`config.mk`:
```
export PLATFORM = sky130hd
export DESIGN_NAME = trivium64_sched
export DESIGN_NICKNAME = d
export VERILOG_FILES = /design/src/rtl/trivium64_sched.sv
export SDC_FILE = /design/constraint.sdc
export NUM_CORES = 1
export LEC_CHECK = 0
export ABC_AREA = 1
export CAP_MARGIN = 30
export CORE_AREA = 2 2 118 120
export DETAILED_ROUTE_END_ITERATION = 12
export DIE_AREA = 0 0 120 122
export PLACE_DENSITY = 0.73
export SYNTH_ARGS = -nofsm -noshare
export SYNTH_HDL_FRONTEND = slang
export SYNTH_SLANG_ARGS = --single-unit
```
`constraint.sdc`:
```
create_clock -name clk -period 3.2 [get_ports clk]
set_clock_uncertainty 0.15 [all_clocks]
set_input_delay 0.64 -clock clk [delete_from_list [all_inputs] [get_ports clk]]
set_output_delay 0.64 -clock clk [all_outputs]
set_load 0.01 [all_outputs]
```
`src/rtl/trivium64_sched.sv`:
```
// trivium64_sched - seed/warm-up sequencer and round-robin word server for one shared trivium64 core.
module trivium64_sched #(
  parameter int NUM_REQ      = 4,
  parameter int WARMUP_STEPS = 18,
  parameter int MAX_WORDS    = 0,
  parameter int CNT_W        = 32
) (
  input  logic               clk,
  input  logic               rst_n,
  input  logic               seed_valid,
  output logic               seed_ready,
  input  logic [63:0]        seed,
  input  logic [NUM_REQ-1:0] req,
  output logic [NUM_REQ-1:0] gnt,
  output logic [63:0]        rnd_data,
  output logic               prng_ready,
  output logic [CNT_W-1:0]   word_cnt,
  output logic               core_load_seed,
  output logic               core_enable,
  output logic [63:0]        core_seed,
  input  logic [63:0]        core_tout
);

  localparam int PW = (NUM_REQ > 1) ? $clog2(NUM_REQ) : 1;
  localparam int SW = (WARMUP_STEPS > 1) ? $clog2(WARMUP_STEPS) : 1;
  localparam logic [SW-1:0] STEP_LAST = SW'((WARMUP_STEPS > 0) ? WARMUP_STEPS - 1 : 0);

  typedef enum logic [1:0] {IDLE, WARMUP, READY, EXHAUSTED} state_e;

  // With no warm-up a freshly loaded seed is immediately servable.
  localparam state_e AFTER_SEED = (WARMUP_STEPS == 0) ? READY : WARMUP;

  state_e           state_q, state_d;
  logic [SW-1:0]    step_q, step_d;
  logic [PW-1:0]    ptr_q, ptr_d;
  logic [CNT_W-1:0] word_cnt_q, word_cnt_d;
  logic             seed_hs;
  logic             found;
  logic [PW-1:0]    grant_idx;

  assign seed_ready     = (state_q != WARMUP);
  assign seed_hs        = seed_valid & seed_ready;
  assign core_load_seed = seed_hs;
  assign core_seed      = seed;
  assign rnd_data       = core_tout;
  assign prng_ready     = (state_q == READY);
  assign word_cnt       = word_cnt_q;

  always_comb begin
    state_d     = state_q;
    step_d      = step_q;
    ptr_d       = ptr_q;
    word_cnt_d  = word_cnt_q;
    gnt         = '0;
    core_enable = 1'b0;
    found       = 1'b0;
    grant_idx   = '0;

    // Search starts at the pointer so the last grantee gets lowest priority.
    for (int k = 0; k < NUM_REQ; k++) begin
      int ci;
      ci = int'(ptr_q) + k;
      if (ci >= NUM_REQ) ci = ci - NUM_REQ;
      if (!found && req[PW'(ci)]) begin
        found     = 1'b1;
        grant_idx = PW'(ci);
      end
    end

    case (state_q)
      IDLE: begin
        if (seed_hs) begin
          state_d    = AFTER_SEED;
          step_d     = '0;
          word_cnt_d = '0;
        end
      end
      WARMUP: begin
        core_enable = 1'b1;
        if (step_q == STEP_LAST) state_d = READY;
        else                     step_d  = step_q + 1'b1;
      end
      READY: begin
        if (seed_hs) begin
          state_d    = AFTER_SEED;
          step_d     = '0;
          word_cnt_d = '0;
        end else if (found) begin
          gnt[grant_idx] = 1'b1;
          core_enable    = 1'b1;
          ptr_d          = (int'(grant_idx) == NUM_REQ - 1) ? '0 : grant_idx + 1'b1;
          if (word_cnt_q != '1) word_cnt_d = word_cnt_q + 1'b1;
          if (MAX_WORDS != 0 && 64'(word_cnt_d) == 64'(MAX_WORDS)) state_d = EXHAUSTED;
        end
      end
      EXHAUSTED: begin
        if (seed_hs) begin
          state_d    = AFTER_SEED;
          step_d     = '0;
          word_cnt_d = '0;
        end
      end
      default: state_d = IDLE;
    endcase
  end

  always_ff @(posedge clk or negedge rst_n) begin
    if (!rst_n) begin
      state_q    <= IDLE;
      step_q     <= '0;
      ptr_q      <= '0;
      word_cnt_q <= '0;
    end else begin
      state_q    <= state_d;
      step_q     <= step_d;
      ptr_q      <= ptr_d;
      word_cnt_q <= word_cnt_d;
    end
  end

endmodule

```
Word level (Yosys, flattened, before mapping)
Index checks and enable logic that the tools add are counted.

storage, ports and cells
  register bits after elaboration = 41
  input bits = 135
  output and inout port bits = 168

operators by class
  $add $sub $neg = 10
  order comparisons = 10
  equal/unequal tests = 13
  muxes and demuxes = 44
  bitwise logic cells = 2
  reductions and logical operators = 15

operators by type and width
  operator                                                                 number
  32-bit two-way mux                                                       4
  32-bit case mux with 2 select lines                                      1
  32-bit by 1-bit adder with 32-bit output, second input constant          1
  32-bit inequality test, second input constant                            1
  2-bit two-way mux                                                        11
  2-bit by 4-bit < comparator with 1-bit output, second input constant     4
  1-bit two-way mux                                                        15
  4-bit two-way mux                                                        3
  5-bit two-way mux                                                        2
  5-bit case mux with 2 select lines                                       1
  3-bit greater-or-equal comparator, second input constant                 3
  1-bit binary-select mux with 2-bit select                                4
  2-bit by 1-bit subtractor with 2-bit output, second input constant       4
  2-bit by 2-bit adder with 3-bit output, second input constant            2
  2-bit by 1-bit inequality test with 1-bit output, second input constant  3
  3-bit by 1-bit inequality test with 1-bit output, second input constant  2
  5-bit by 1-bit adder with 5-bit output, second input constant            1
  5-bit equality test, second input constant                               1
  2-bit by 1-bit equality test with 1-bit output, second input constant    2
  2-bit equality test, second input constant                               2
  1-bit logical AND                                                        4
  2-bit inequality test, second input constant                             2
  2-bit case mux with 2 select lines                                       1
  2-bit AND reduction                                                      2
  other kinds (16)                                                         18

Longest topological paths before layout
Gate-level depths: netlist of run 1.

  word-level depth = 22
  depth in mapped cells = 16
  mapped depth without buffers = 15

Least setup slack after synthesis of run 1
Ideal clock, no wire load.

  path type = input to output
  start = input port req[3]
  end = output port gnt[1]
  arrival = 1828 ps
  path slack = 582 ps
  stages on the path = 12
  cell sequence = inv_1 -> nand2_1 -> nand3_1 -> nand2_1 -> nor2_2 -> nand2_1 -> nand3_1 -> nand2_1 -> a21oi_1 -> ha_1 -> inv_1 -> nor2_1

on the way
  longest elaborated chain between the ends = 20
  elaborated cells between the ends (all ways) = 34

RTL lines
  element                                                                                                                                              line  text
  start: declaration                                                                                                                                   13    input logic [NUM_REQ-1:0] req,
  1-bit binary-select mux with 2-bit select                                                                                                            64    if (!found && req[PW'(ci)]) begin
  1-bit two-way mux (not written as such) (2 in a row)                                                                                                 64
  1-bit two-way mux                                                                                                                                    64
  1-bit zero test                                                                                                                                      64
  1-bit logical AND                                                                                                                                    64
  1-bit two-way mux                                                                                                                                    64
  1-bit zero test                                                                                                                                      64
  1-bit logical AND                                                                                                                                    64
  [... 3 more ...]                                                                                                                                     --
  2-bit two-way mux                                                                                                                                    64
  2-bit by 3-bit < comparator with 1-bit output (not written as such) or 2-bit by 1-bit greater-or-equal comparator with 1-bit output (tied branches)  89    gnt[grant_idx] = 1'b1;
  1-bit logical AND (not written as such)                                                                                                              89
  1-bit two-way mux (not written as such)                                                                                                              89
  1-bit demux with 2-bit select                                                                                                                        89
  4-bit two-way mux (*)                                                                                                                                88    end else if (found) begin
  4-bit two-way mux (*)                                                                                                                                84    if (seed_hs) begin
  4-bit two-way mux (*)                                                                                                                                70    case (state_q)
  end: declaration                                                                                                                                     14    output logic [NUM_REQ-1:0] gnt,

Mark *: on every way between the ends. The rest lies on a longest branch, timed or not. The select of a mux whose other input is x is not followed.

Worst setup path in the final report of run 1
  start = register ptr_q[0]
  end = output port gnt[1]

on the way
  longest elaborated chain between the ends = 22
  elaborated cells between the ends (all ways) = 49

RTL lines
  element                                                                          line  text
  start: declaration                                                               35    logic [PW-1:0] ptr_q, ptr_d;
  start signal: assignment                                                         116   ptr_q <= ptr_d;
  branches (longest 19 deep; another with 2-bit by 1-bit adder with 3-bit output)  --
  4-bit two-way mux (*)                                                            88
  4-bit two-way mux (*)                                                            84
  4-bit two-way mux (*)                                                            70

Mark *: on every way between the ends. The select of a mux whose other input is x is not followed.

==> impl_summary.md, run 1 <==
Floorplanning
The number of ports placed on the die boundary is ~300. The total core area is 13500 sq um. The floorplan die width is 120 microns. The die is ~120 microns tall. The floorplan step defined a die boundary enclosing ~15000 sq um. The number of placement rows is 43. The effective utilization at floorplan is ~30%.

Synth
The synthesized netlist occupies a cell area of about 4000 sq um. The net count after synthesis is 712. In the synthesized netlist, the number of instances is between 500 and 600. The synthesis-stage register bit count is 41. The proportion of register bits with asynchronous set or reset after synthesis is 100%.

Sequential elements use between 20% and 30% of the synthesized area. The count of flip-flops with a built-in enable after synthesis is 0. Yosys mapped the design onto 31 distinct sky130hd cell types. Yosys printed 0 warnings.

The most used flip-flop cell after synthesis is sky130_fd_sc_hd__dfrtp_1. The per-instance average area after synthesis is a little over 7 sq um.

Placement
The number of buffers inserted by port buffering is between 40 and 50. The half-perimeter wire length of the detailed placement result is approximately 6.6 mm. The congestion estimate from routability-driven global placement came to 0.878.

STA
The worst slew margin relative to its limit is between 70% and 80%. The number of pins with negative max-slew slack in the final report came to 0. The number of failing setup endpoints in the final timing report is 0. Static timing analysis puts the maximum clock frequency at between 300 and 400 MHz. The routed design could run at a clock period as short as 2.99 ns.

For the pin with the worst max-slew slack, the measured transition is about 0.43 ns. Setup repair after global routing left no endpoint under its margin. The total count of hold-check failures in the final report is 0. The share of the cycle needed by the critical path after routing is between 90 and 100%.

Worst setup path
Of all nets on the critical path, the largest fanout is 9. For the worst setup path, the data arrival time is roughly 2.2 ns. STA classifies the critical path startpoint as a flip-flop.

The critical path is of the reg -> out type. The cell count of the worst reg-to-reg path is 10. STA classifies the critical path endpoint as an output port.

The startpoint identified for the worst register-to-register timing path is word_cnt[0]. The endpoint identified for the worst register-to-register timing path is word_cnt[24]. The data required time at the worst endpoint is 2.41 ns. Across all register-to-register paths, the minimum setup slack is approximately 0.85 ns.

Routing
For this block, the routed nets add up to between 8 and 9 mm of wire. The detailed router finished its first iteration with roughly 150 violations. The number of vias in the routed layout is slightly above 3000.

The detailed-router iteration count before antenna repair is 4. After detailed routing, the number of vias per cell comes to roughly 4.6. The total DRC errors in the routed layout is 0.

The detail-routed net length per standard cell is about 13 microns. In this run the remaining antenna-violating nets after routing total 0.

CTS
At the later pin of the worst-skew pair, clock insertion delay measures 0.28 ns. Buffers inserted to repair hold after CTS numbered 0. TritonCTS built the clock tree.

The clock root buffer master is sky130_fd_sc_hd__clkbuf_16. The clock buffer count from CTS is 5. The buffer levels on the longest clock path is 2. Clock tree synthesis found a total of a little over 40 sinks. After clock tree synthesis, the clock-pin slew on the worst setup and hold paths is 0.06 ns.

The H-tree was split into 2 levels.

Cells and area
The post-route netlist has approximately 22% of its cells at a drive strength greater than 1. The count of inserted antenna diode cells is 0. The most frequent standard cell in the layout excluding fill and tap cells is sky130_fd_sc_hd__nand2_1. In the layout the commonest cells are sky130_fd_sc_hd__nand2_1 (121), sky130_fd_sc_hd__nand3_1 (46), sky130_fd_sc_hd__inv_1 (43). The post-route core utilization is 30.3%. Compared with the post-synthesis result, the final layout area differs by 1.14%. The number of nets in the final layout is 646.

Global route
The total global-route track usage is ~12%. The first global-routing pass estimated approximately 14 mm of wire. The number of antenna violations at the first check in global routing is 0. The total global routing overflow is 0. The met2 routing resource usage after global routing is about a fifth.

The met1 layer usage reported by global route is between 10% and 20%. The met3 routing resource usage after global routing is around 3.9%. The number of global-route vias before repair was 2847.

In this run the most used layer during global routing was met2. The maximum number of pins on one net before global-route repair is 42.

Power
VDD sags by at most approximately 0.00036 V. The total power is approximately 3.1 mW. The static power due to leakage is ~1.8 nW.

The power density over the cells is 756 nW/um^2.

Job
Max-cap violations in this run came to 0.

Worst hold path
The class of the tightest hold or removal check is in -> async.

Run status
The run finished with clean final reports.
## layer usage
layer / vias up / share of wire (%)
met4: 0 / 3.9
met5: - / 0
met2: 107 / 45
li1: 1543 / -
met3: 50 / 8.2
met1: 1415 / 43
## flip-flops by register name, indices dropped and copies added, names as in the netlist
| signal | cells |
|---|---|
| word_cnt | 32 |
| step_q | 5 |
| state_q | 2 |
| ptr_q | 2 |
## power by group
| part | total [mW] | internal [mW] | switching (mW) | leakage (nW) |
|---|---|---|---|---|
| clock network | 0.591 | 0.390 | 0.201 | 0.0841 |
| logic | 1.81 | 0.712 | 1.10 | 1.15 |
| registers | 0.693 | 0.596 | 0.0962 | 0.552 |
| total | 3.09 | 1.70 | 1.39 | 1.78 |
## metrics by stage
| stage | std cells | hold WS, ns | cell area [sq um] | TNS [ns] | setup WS, ns |
|---|---|---|---|---|---|
| 3_5_place_dp | 669 | 0.376 | 3800 | -2.16 | -0.471 |
| 5_1_grt | 683 | 0.123 | 4090 | 0 | 0.0354 |
| 2_1_floorplan | 568 | 0.194 | 4040 | 0 | 0.582 |
| 4_1_cts | 680 | 0.391 | 4030 | 0 | 0.00826 |
| 3_3_place_gp | 669 | 0.370 | 3800 | -1.84 | -0.397 |
| 6_report | 683 | 0.107 | 4090 | 0 | 0.210 |
## synthesized netlist by cell type (2+ instances only)
library cell	instances	share of area (%)
sky130_fd_sc_hd__o21ai_0	6	0.74
sky130_fd_sc_hd__dfrtp_1	41	25
sky130_fd_sc_hd__nor2_2	7	1.1
sky130_fd_sc_hd__buf_4	128	24
sky130_fd_sc_hd__o22ai_1	2	0.31
sky130_fd_sc_hd__o211ai_1	3	0.56
sky130_fd_sc_hd__xor2_1	6	1.3
sky130_fd_sc_hd__clkbuf_1	2	0.19
sky130_fd_sc_hd__or2_2	4	0.62
sky130_fd_sc_hd__buf_2	2	0.25
sky130_fd_sc_hd__nor2_1	44	4.1
sky130_fd_sc_hd__o21ai_1	4	0.50
sky130_fd_sc_hd__inv_2	2	0.19
sky130_fd_sc_hd__nand2_1	131	12
sky130_fd_sc_hd__ha_1	9	2.8
sky130_fd_sc_hd__nor3_1	2	0.25
sky130_fd_sc_hd__a21oi_1	8	0.99
sky130_fd_sc_hd__nand4_1	11	1.7
sky130_fd_sc_hd__o21ai_2	28	6.1
sky130_fd_sc_hd__buf_6	7	1.9
sky130_fd_sc_hd__a21boi_0	2	0.37
sky130_fd_sc_hd__a21o_1	4	0.74
sky130_fd_sc_hd__nand3_1	49	6.1
sky130_fd_sc_hd__nand2_2	10	1.5
sky130_fd_sc_hd__inv_1	47	4.4
sky130_fd_sc_hd__o21bai_1	4	0.74
## layout make-up
class                           instances  area [sq um]
Fill cell                            1434          9410
Multi-Input combinational cell        338          1850
Sequential cell                        41          1030
Timing Repair Buffer                   66           628
Tap cell                              180           225
Inverter                               50           190
Clock buffer                            7           143
Clock inverter                          1          30.0
## worst max-delay path: stages, from the launching register on
cell	delay (ns)
sky130_fd_sc_hd__dfrtp_2	0.48
sky130_fd_sc_hd__inv_4	0.08
sky130_fd_sc_hd__nand2_1	0.06
sky130_fd_sc_hd__nand2_1	0.11
sky130_fd_sc_hd__nand2_2	0.09
sky130_fd_sc_hd__nand2_2	0.08
sky130_fd_sc_hd__nor2_4	0.12
sky130_fd_sc_hd__nand2_2	0.09
sky130_fd_sc_hd__o211ai_1	0.19
sky130_fd_sc_hd__nand2_2	0.09
sky130_fd_sc_hd__buf_4	0.14
sky130_fd_sc_hd__ha_1	0.16
sky130_fd_sc_hd__inv_1	0.05
sky130_fd_sc_hd__nor2_1	0.04
sky130_fd_sc_hd__buf_2	0.13
## how the worst max path moves through the flow
stage / from / end / slack (ns)
final: ptr_q[0] / gnt[1] / 0.21
after global routing: ptr_q[0] / gnt[0] / 0.04
after CTS: req[2] / gnt[3] / 0.008
after detailed placement: req[1] / gnt[2] / -0.47
after global placement: req[3] / gnt[3] / -0.40
after floorplan: req[3] / gnt[1] / 0.58
## kinds of logic after synthesis
| family | synth area share (%) |
|---|---|
| buffers and inverters | 30.8 |
| AOI/OAI and AO/OA | 11.0 |
| xor gates and xnor gates | 1.30 |
| DFF | 25.4 |
| and+or+nand+nor | 28.7 |
| adders and majority gates | 2.78 |
## what timing repair did
item	4_1_cts	5_1_grt
setup buffers	3	2
gates resized for setup	34	14
setup endpoints to repair	5	5
pin swaps	9	11
No activity file was read; power rests on OpenSTA's default activity.
==> run 2, diff against run 1 <==
--- a/config.mk
+++ b/config.mk
@@ -8,6 +8,7 @@
 export ABC_AREA = 1
 export CAP_MARGIN = 30
 export CORE_AREA = 2 2 118 120
+export CTS_CLUSTER_SIZE = 16
 export DETAILED_ROUTE_END_ITERATION = 12
 export DIE_AREA = 0 0 120 122
 export PLACE_DENSITY = 0.73
==> results of run 2 <==
Same layout as run 1: the final DEF is identical, and so are final timing and power.
